### src/rtl/riscv_muldiv_unit.sv
`default_nettype none
// ============================================================================
// riscv_muldiv_unit : iterative RV32/64 M-extension multiply/divide, 1 bit/cycle.
// Divider datapath is present only when RISCV_MULDIV_DIV_EN is defined.
// Rev 1.0
// ============================================================================
module riscv_muldiv_unit #(
  parameter int XLEN = 32
) (
  input  logic            clk,
  input  logic            rst,
  input  logic            in_valid,
  output logic            in_ready,
  input  logic [2:0]      funct3,
  input  logic [XLEN-1:0] op_a,
  input  logic [XLEN-1:0] op_b,
  output logic            out_valid,
  input  logic            out_ready,
  output logic [XLEN-1:0] result,
  output logic            busy
);

  localparam int CNT_W = $clog2(XLEN + 1);

  typedef enum logic [1:0] {
    S_IDLE = 2'd0,
    S_CALC = 2'd1,
    S_DONE = 2'd2
  } state_t;

  state_t            r_state, w_state_nxt;
  logic [CNT_W-1:0]  r_cnt;
  logic [1:0]        r_f3;
  logic              r_neg;
  logic [XLEN-1:0]   r_opb;
  logic [2*XLEN-1:0] r_acc;
  logic [XLEN-1:0]   r_result;

  logic              w_accept, w_special, w_calc_end;
  logic [XLEN-1:0]   w_special_res;
  logic              w_sa, w_sb, w_neg;
  logic [XLEN-1:0]   w_mag_a, w_mag_b;
  logic [XLEN:0]     w_sum;
  logic [2*XLEN-1:0] w_step, w_prod;
  logic [XLEN-1:0]   w_res_final;
`ifdef RISCV_MULDIV_DIV_EN
  logic              r_is_div;
  logic [XLEN+1:0]   w_trial;
  logic [XLEN-1:0]   w_half;
`endif

  assign w_calc_end = (r_cnt == CNT_W'(XLEN));
  assign result     = r_result;

  // Operands are reduced to magnitudes; the sign is reapplied at the end.
  assign w_sa    = op_a[XLEN-1] & ((funct3 == 3'b001) | (funct3 == 3'b010) |
                                   (funct3 == 3'b100) | (funct3 == 3'b110));
  assign w_sb    = op_b[XLEN-1] & ((funct3 == 3'b001) | (funct3 == 3'b100) |
                                   (funct3 == 3'b110));
  assign w_mag_a = w_sa ? ('0 - op_a) : op_a;
  assign w_mag_b = w_sb ? ('0 - op_b) : op_b;
  assign w_neg   = (funct3[2] & funct3[1]) ? w_sa : (w_sa ^ w_sb);

  always_comb begin
    w_special     = 1'b0;
    w_special_res = '0;
`ifdef RISCV_MULDIV_DIV_EN
    if (funct3[2] && (op_b == '0)) begin
      w_special     = 1'b1;
      w_special_res = funct3[1] ? op_a : '1;
    end else if (funct3[2] && !funct3[0] &&
                 (op_a == {1'b1, {(XLEN-1){1'b0}}}) && (op_b == '1)) begin
      w_special     = 1'b1;
      w_special_res = funct3[1] ? '0 : op_a;
    end
`else
    if (funct3[2]) begin
      w_special     = 1'b1;
      w_special_res = '0;
    end
`endif
  end

  // r_acc = {high/remainder, low/multiplier-or-quotient}
  always_comb begin
    w_sum  = {1'b0, r_acc[2*XLEN-1:XLEN]} + (r_acc[0] ? {1'b0, r_opb} : '0);
    w_step = {w_sum, r_acc[XLEN-1:1]};
    w_prod = r_neg ? ('0 - r_acc) : r_acc;
    w_res_final = (r_f3 == 2'b00) ? w_prod[XLEN-1:0] : w_prod[2*XLEN-1:XLEN];
`ifdef RISCV_MULDIV_DIV_EN
    w_trial = {1'b0, r_acc[2*XLEN-1:XLEN], r_acc[XLEN-1]} - {2'b00, r_opb};
    w_half  = r_f3[1] ? r_acc[2*XLEN-1:XLEN] : r_acc[XLEN-1:0];
    if (r_is_div) begin
      if (w_trial[XLEN+1]) begin
        w_step = {r_acc[2*XLEN-2:0], 1'b0};
      end else begin
        w_step = {w_trial[XLEN-1:0], r_acc[XLEN-2:0], 1'b1};
      end
      w_res_final = r_neg ? ('0 - w_half) : w_half;
    end
`endif
  end

  always_ff @(posedge clk or posedge rst) begin
    if (rst) begin
      r_state <= S_IDLE;
    end else begin
      r_state <= w_state_nxt;
    end
  end

  always_comb begin
    w_state_nxt = r_state;
    in_ready    = 1'b0;
    out_valid   = 1'b0;
    busy        = 1'b1;
    w_accept    = 1'b0;
    case (r_state)
      S_IDLE: begin
        in_ready = 1'b1;
        busy     = 1'b0;
        if (in_valid) begin
          w_accept    = 1'b1;
          w_state_nxt = w_special ? S_DONE : S_CALC;
        end
      end
      S_CALC: begin
        if (w_calc_end) begin
          w_state_nxt = S_DONE;
        end
      end
      S_DONE: begin
        out_valid = 1'b1;
        if (out_ready) begin
          w_state_nxt = S_IDLE;
        end
      end
      default: w_state_nxt = S_IDLE;
    endcase
  end

  always_ff @(posedge clk or posedge rst) begin
    if (rst) begin
      r_cnt    <= '0;
      r_f3     <= '0;
      r_neg    <= 1'b0;
      r_opb    <= '0;
      r_acc    <= '0;
      r_result <= '0;
`ifdef RISCV_MULDIV_DIV_EN
      r_is_div <= 1'b0;
`endif
    end else if (w_accept) begin
      r_cnt <= '0;
      r_f3  <= funct3[1:0];
      r_neg <= w_neg;
      r_opb <= w_mag_b;
      r_acc <= {{XLEN{1'b0}}, w_mag_a};
`ifdef RISCV_MULDIV_DIV_EN
      r_is_div <= funct3[2];
`endif
      if (w_special) begin
        r_result <= w_special_res;
      end
    end else if (r_state == S_CALC) begin
      if (w_calc_end) begin
        r_result <= w_res_final;
      end else begin
        r_acc <= w_step;
        r_cnt <= r_cnt + CNT_W'(1);
      end
    end
  end

endmodule
`default_nettype wire

### config.mk
export PLATFORM = sky130hd
export DESIGN_NAME = riscv_muldiv_unit
export DESIGN_NICKNAME = d
export VERILOG_FILES = /design/src/rtl/riscv_muldiv_unit.sv
export SDC_FILE = /design/constraint.sdc
export NUM_CORES = 1
export LEC_CHECK = 0
export CORE_AREA = 4 4 187 116
export CTS_CLUSTER_SIZE = 12
export DETAILED_ROUTE_END_ITERATION = 16
export DIE_AREA = 0 0 191 120
export GPL_TIMING_DRIVEN = 0
export PLACE_DENSITY = 0.75
export SLEW_MARGIN = 5
export SYNTH_ARGS = -nofsm -noshare
export SYNTH_HDL_FRONTEND = slang
export SYNTH_SLANG_ARGS = --single-unit
### constraint.sdc
create_clock -name clk -period 4.73 [get_ports clk]
set_input_delay 0.946 -clock clk [delete_from_list [all_inputs] [get_ports clk]]
set_output_delay 0.946 -clock clk [all_outputs]
set_load 0.01 [all_outputs]
==> impl_metrics.csv, run 1 <==
group,metric,value,unit
floorplanning,die_x,191,microns
timing,setup_slack,0.867,ns
clock_network,cts_setup_buffers,0,
route,drt_iter0_markers,1207,
power_and_ir_drop,powerDensity,567,nW/um^2
route,drc_errors,0,
timing,period_share,81.7,%
clock_network,path_clk_slew,0.06,ns
placed_design,placed_area,11900,sq um
synthesis,synth-async-reset-ratio,100,%
worst_hold_path,hp-class,"reg2reg",
floorplanning,core,19900,sq um
placed_design,place_ws,0.506,ns
global_routing,overflow,0,
global_routing,grt_max_degree,86,
timing,timing_hold_violations_final,0,
layout,areaGrowthSynthToFinish,18.8,%
floorplanning,die_h,120,microns
timing,fin_skew,0.00908,ns
flow_run,maxCapViolCount,0,
timing,rsz0062_at_grt,"false",
layout,diodes,0,
clock_network,cts_root_buf,"clkbuf_16",
layout,drive_above_1_share,4.13,%
placed_design,hpwl,28000,microns
floorplanning,ios,106,
layout,nets,1527,
setup_path,critPathBufInv,3,
route,drtPass1Iterations,8,
clock_network,cts_made_buffers,17,
route,routed_wl,36000,microns
setup_path,cp.required,5.04,ns
setup_path,cp.arrival,4.18,ns
timing,finalSetupViolCount,0,
route,ant_nets,0,
layout,final_core_util,62.5,%
timing,tightest_slew,1.39,ns
setup_path,slowest_delay,0.49,ns
synthesis,synth-seq-area-share,33.3,%
timing,max_slew_margin,6.56,%
clock_network,clockBufferDepth,2,
setup_path,worst_setup_path_end_kind,"register",
power_and_ir_drop,power,7.04,mW
floorplanning,row_count,40,
synthesis,yosysUniqueCellTypes,72,
run_status,status,"finished, final reports clean",
timing,hold_slack,0.475,ns
setup_path,crit_top_cell,"clkbuf_1",
timing,maxSlewViolCount,0,
global_routing,grt_pass1_vias,9595,
placed_design,routabilityCongestion,0.972,
setup_path,path_cells,"clkbuf_1 > clkbuf_1 > and2_1 > ha_1 > inv_1 > fa_1 > nor2b_1 > o31a_1 > o211ai_1 > a21bo_2 > a211oi_1 > nor3_1 > a221o_1",
timing,fin_crit,3.86,ns
synthesis,syn_area,10500,sq um
clock_network,clk_latency,0.44,ns
global_routing,antenna_found_initial,1,
setup_path,critical_path_class,"reg2reg",
route,wl_per_cell,21.2,microns
setup_path,cp_max_fo,10,
synthesis,synth-edff-count,0,
route,num_vias,10700,
synthesis,synth_cells,1293,
synthesis,yosys_warnings,0,
clock_network,cts_hold_buffers,0,
placed_design,io_buffers,105,
global_routing,grt_util_all_layers,31.1,%
route,viasPerCell,6.29,
power_and_ir_drop,p_leak,5.24,nW
floorplanning,die_area,22900,sq um
synthesis,synth.net_count,1402,
timing,max_clock_freq,259,MHz
clock_network,cts.sinks,139,
setup_path,cp_slowest_cell,"clkbuf_1",
synthesis,yosys_register_bits,139,
floorplanning,start_util,52.6,%
global_routing,grt_pass1_wl,54900,microns
synthesis,syn_area_per_cell,8.09,sq um
synthesis,synth_flop_cell,"dfrtp_1",
layout,design_area,12400,sq um
setup_path,start_kind,"register",
power_and_ir_drop,ir_drop,0.352,mV
clock_network,cts_tree,"done",
clock_network,post_cts_resized,0,
clock_network,htreeDepth,4,
setup_path,cp_top_family,"compound AO/OA/AOI/OAI gates",
-- report_power, final --
part / switching (mW) / total (mW) / internal [mW]
Clock: 0.503 / 1.25 / 0.751
Combinational: 2.32 / 3.68 / 1.36
Sequential: 0.520 / 2.11 / 1.59
Total: 3.35 / 7.04 / 3.70
-- synthesized netlist by cell type, drive strengths merged (4+ instances only) --
library cell	n	area share (%)
a211oi	8	0.57
a21o	22	1.6
a21oi	64	3.1
a221o	4	0.38
a22oi	22	1.6
a31oi	35	2.1
and2	42	2.5
and3	12	0.72
buf	6	0.37
clkbuf	66	2.4
dfrtp	139	33
ha	37	4.4
inv	30	1.1
mux2i	4	0.38
nand2	176	6.3
nand2b	10	0.60
nand3	25	1.2
nand4	8	0.48
nor2	101	3.6
nor2b	7	0.42
nor3	30	1.5
nor4	18	1.1
o2111ai	4	0.34
o211ai	4	0.29
o21a	7	0.50
o21ai	135	6.5
o221ai	6	0.50
o22ai	4	0.24
o31ai	28	2.3
o41ai	12	1.2
or2	11	0.66
or3	13	0.83
or4	18	1.4
xnor2	75	6.3
xor2	56	4.7
-- path summary, 6_finish.rpt --
path	slack, ns	start	end	cells after the start
min	0.47	r_opb[18]$_DFFE_PP0P_	r_opb[18]$_DFFE_PP0P_	2
max reg2reg	0.87	r_acc[0]$_DFFE_PP0P_	r_acc[59]$_DFFE_PP0P_	13
max in group asynchronous	2.97	rst	r_state[0]$_DFFE_PP0P_	3
min in group asynchronous	0.94	rst	r_acc[15]$_DFFE_PP0P_	2
max	0.87	r_acc[0]$_DFFE_PP0P_	r_acc[59]$_DFFE_PP0P_	13
min reg2reg	0.47	r_opb[18]$_DFFE_PP0P_	r_opb[18]$_DFFE_PP0P_	2
-- metal layers --
| metal | routed length [microns] | up-vias | track usage, % |
|---|---|---|---|
| li1 | - | 4919 | - |
| met3 | 4250 | 51 | 8.26 |
| met4 | 551 | 0 | 7.40 |
| met5 | 0 | - | 0.452 |
| met1 | 17200 | 5147 | 50.6 |
| met2 | 14000 | 574 | 40.0 |
-- cell usage in the layout (no fill, tap or decap), types with 6 or more instances in the layout --
| cell | instances |
|---|---|
| a31oi_1 | 35 |
| nor2_1 | 101 |
| xor2_1 | 56 |
| nand2_1 | 176 |
| a21oi_1 | 64 |
| o221ai_1 | 6 |
| nand2b_1 | 10 |
| clkbuf_16 | 17 |
| and2_1 | 40 |
| o41ai_1 | 9 |
| clkdlybuf4s50_1 | 105 |
| nand4_1 | 8 |
| nor2b_1 | 7 |
| o21ai_1 | 8 |
| o31ai_1 | 26 |
| xnor2_1 | 75 |
| ha_1 | 37 |
| or4_1 | 15 |
| or3_1 | 12 |
| nor4_1 | 16 |
| or2_2 | 10 |
| a22oi_1 | 22 |
| o21ai_0 | 127 |
| o21a_1 | 7 |
| nand3_1 | 25 |
| a211oi_1 | 8 |
| inv_1 | 29 |
| nor3_1 | 28 |
| and3_1 | 12 |
| a21o_1 | 22 |
| clkbuf_1 | 71 |
| dfrtp_1 | 139 |
-- cells by family after synthesis --
family / count (synthesis) / synth area share [%]
buffers and inverters: 102 / 3.82
muxes: 5 / 0.491
xor gates and xnor gates: 131 / 11.0
DFF: 139 / 33.3
and+or+nand+nor: 486 / 22.5
AOI/OAI and AO/OA: 392 / 24.3
adders and majority gates: 38 / 4.62
-- area by class of cell --
class | instances | area, sq um
Inverter | 30 | 118
Sequential cell | 139 | 3480
Fill cell | 1790 | 7440
Timing Repair Buffer | 106 | 1080
Clock inverter | 3 | 40.0
Multi-Input combinational cell | 1052 | 6600
Clock buffer | 25 | 485
Buffer | 72 | 287
Tap cell | 273 | 342
-- registers in the layout, summed over array words and instances (netlist names) --
signal and count:
r_state 2, r_acc 64, result 32, r_neg 1, r_cnt 6, r_opb 32, r_f3 2
-- worst min-delay path: stages, from the launching register on --
cell and delay, ns:
dfrtp_1 0.34, nand2_1 0.04, o21ai_0 0.06
-- through the flow --
step,TNS (ns),std cells
4_1_cts,0,1700
5_1_grt,0,1700
3_3_place_gp,-278.33,1671
3_5_place_dp,0,1672
2_1_floorplan,0,1293
6_report,0,1700
Power figures use the tool's default switching activity.
==> run 2, diff against run 1 <==
clock period = 3.2 ns   (was 4.73 ns; I/O delays follow)
==> run 2 against run 1 <==
Global-route usage hardly changed. Sequential power rose by 47%. Flip-flop and latch count did not move. Hold slack about the same. Critical path depth down 4. Register-to-register slack worse by 0.84 ns. Worst setup slack got worse by 0.84 ns. Critical path type unchanged. Critical endpoint is now result[16]$_DFFE_PP0P_.
==> impl_metrics.csv, run 2 (same netlist as run 1, synthesis figures left out) <==
group,metric,value,unit
placed_design,placedCellCount,1674,
setup_path,worst_setup_path_end_kind,"register",
layout,regMostFlops,"r_acc",
floorplanning,die_area,22900,sq um
setup_path,path_cells,"or4_4 > or4_4 > buf_6 > or3_4 > or2_1 > buf_6 > o21ai_1 > xor2_1 > o21ai_0",
layout,layout_commonest_cell,"nand2_1",
flow_run,maxCapViolCount,0,
floorplanning,core,19900,sq um
global_routing,antenna_found_initial,0,
clock_network,htreeDepth,4,
placed_design,hpwl,28400,microns
global_routing,gr-usage-met2,40.1,%
timing,timing_hold_violations_final,0,
placed_design,routabilityCongestion,0.988,
clock_network,cts_root_buf,"clkbuf_16",
route,viasPerCell,6.28,
layout,drive_above_1_share,8.06,%
setup_path,critPathBufInv,2,
layout,areaGrowthSynthToFinish,22.4,%
layout,layout.cells.non_filler,1713,
setup_path,cp_slowest_cell,"or4_4",
clock_network,clockBufferDepth,2,
timing,tightest_slew,1.26,ns
setup_path,critical_path_class,"reg2reg",
placed_design,io_buffers,105,
timing,hold_slack,0.474,ns
route,drt_iter0_markers,1128,
setup_path,slowest_delay,0.58,ns
timing,setup_slack,0.0301,ns
setup_path,cp.required,3.50,ns
setup_path,start_kind,"register",
global_routing,grt_use_met3,8.37,%
route,drtPass1Iterations,9,
route,wl_per_cell,21.3,microns
floorplanning,die_x,191,microns
run_status,status,"finished, final reports clean",
layout,mostFrequentLayoutCells,"176 x nand2_1, 135 x dfrtp_1, 124 x o21ai_0, 105 x clkdlybuf4s50_1, 99 x nor2_1",
floorplanning,die_h,120,microns
global_routing,grt_pass1_wl,55200,microns
layout,design_area,12800,sq um
placed_design,placed_area,11900,sq um
power_and_ir_drop,powerDensity,838,nW/um^2
timing,fin_skew,0.00832,ns
timing,finalSetupViolCount,0,
global_routing,grt_util_all_layers,31.1,%
global_routing,grt_max_degree,40,
placed_design,place_ws,-0.651,ns
setup_path,cp.arrival,3.47,ns
setup_path,cp_max_fo,8,
power_and_ir_drop,p_leak,5.40,nW
floorplanning,row_count,40,
route,drc_errors,0,
route,num_vias,10800,
setup_path,cp_top_family,"simple AND/OR/NAND/NOR gates",
floorplanning,ios,106,
timing,max_slew_margin,15.8,%
global_routing,overflow,0,
timing,fin_crit,3.17,ns
layout,diodes,0,
clock_network,path_clk_slew,0.06,ns
clock_network,cts.sinks,139,
global_routing,grt_use_met1,50.9,%
clock_network,cts_tree,"done",
layout,nets,1538,
power_and_ir_drop,ir_drop,0.567,mV
timing,period_share,99.1,%
global_routing,grt.busiest_layer,"met1",
route,routed_wl,36600,microns
global_routing,grt_pass1_vias,9392,
floorplanning,start_util,52.6,%
layout,largest_reg_flops,64,
clock_network,clk_latency,0.44,ns
route,ant_nets,0,
timing,max_clock_freq,315,MHz
timing,maxSlewViolCount,0,
worst_hold_path,hp-class,"reg2reg",
clock_network,cts_made_buffers,17,
power_and_ir_drop,power,10.7,mW
## run 2: changes by cell type in the layout (fill, tap and decap cells not counted), moves of 4 or more
cell | before | now
dfrtp_1 | 139 | 135
nor4_1 | 16 | 10
dfrtp_2 | 0 | 4
clkbuf_2 | 0 | 6
clkinvlp_4 | 0 | 7
buf_4 | 0 | 14
clkbuf_1 | 71 | 56
## run 2: worst register-to-register path, delay by kind of cell, from the launching register on
kind / cells / cell delay (ns)
simple gates: 4 / 1.74
flops: 1 / 0.41
buf+inv: 2 / 0.30
compound gates: 2 / 0.29
xor+xnor: 1 / 0.28
## run 2: metrics by stage
stage          TNS (ns)  util, %
2_1_floorplan         0        -
3_3_place_gp     -90.97     59.7
3_5_place_dp     -23.71     60.0
4_1_cts               0     63.3
5_1_grt         -0.0969     64.4
6_report              0     64.4
## run 2: area by class of cell
type                    instances  area [sq um]
fillers                      1710          7070
multi-input cells            1052          6800
flip-flops and latches        139          3480
repair buffers                121          1210
clock buffers                  19           443
well taps                     273           342
plain buffers                  68           283
clock inverters                11           124
inverters                      30           116
## run 2: metal layers
metal / vias to the layer above / share of wire [%]
met1: 5172 / 47
met4: 0 / 1.4
met5: - / 0
li1: 4936 / -
met2: 599 / 39
met3: 52 / 12
## run 2: report_power, final
part / switching (mW) / internal [mW]
logic: 3.52 / 2.11
registers: 0.765 / 2.35
clock network: 0.827 / 1.15
total: 5.11 / 5.62
## run 2: path summary, 6_finish.rpt
kind | endpoint | from | cells after the start | slack (ns)
setup / recovery | result[16]$_DFFE_PP0P_ | r_acc[10]$_DFFE_PP0P_ | 9 | 0.03
hold / removal | r_opb[18]$_DFFE_PP0P_ | r_opb[18]$_DFFE_PP0P_ | 2 | 0.47
setup reg to reg | result[16]$_DFFE_PP0P_ | r_acc[10]$_DFFE_PP0P_ | 9 | 0.03
hold reg to reg | r_opb[18]$_DFFE_PP0P_ | r_opb[18]$_DFFE_PP0P_ | 2 | 0.47
max in group asynchronous | r_opb[3]$_DFFE_PP0P_ | rst | 3 | 1.95
min in group asynchronous | r_acc[15]$_DFFE_PP0P_ | rst | 2 | 0.62
## run 2: timing repair
action | in CTS | in global routing
resized for setup | 17 | 41
hold buffers | 0 | 0
setup buffers | 2 | 11
setup endpoints to repair | 49 | 81
pin swaps | 1 | 8
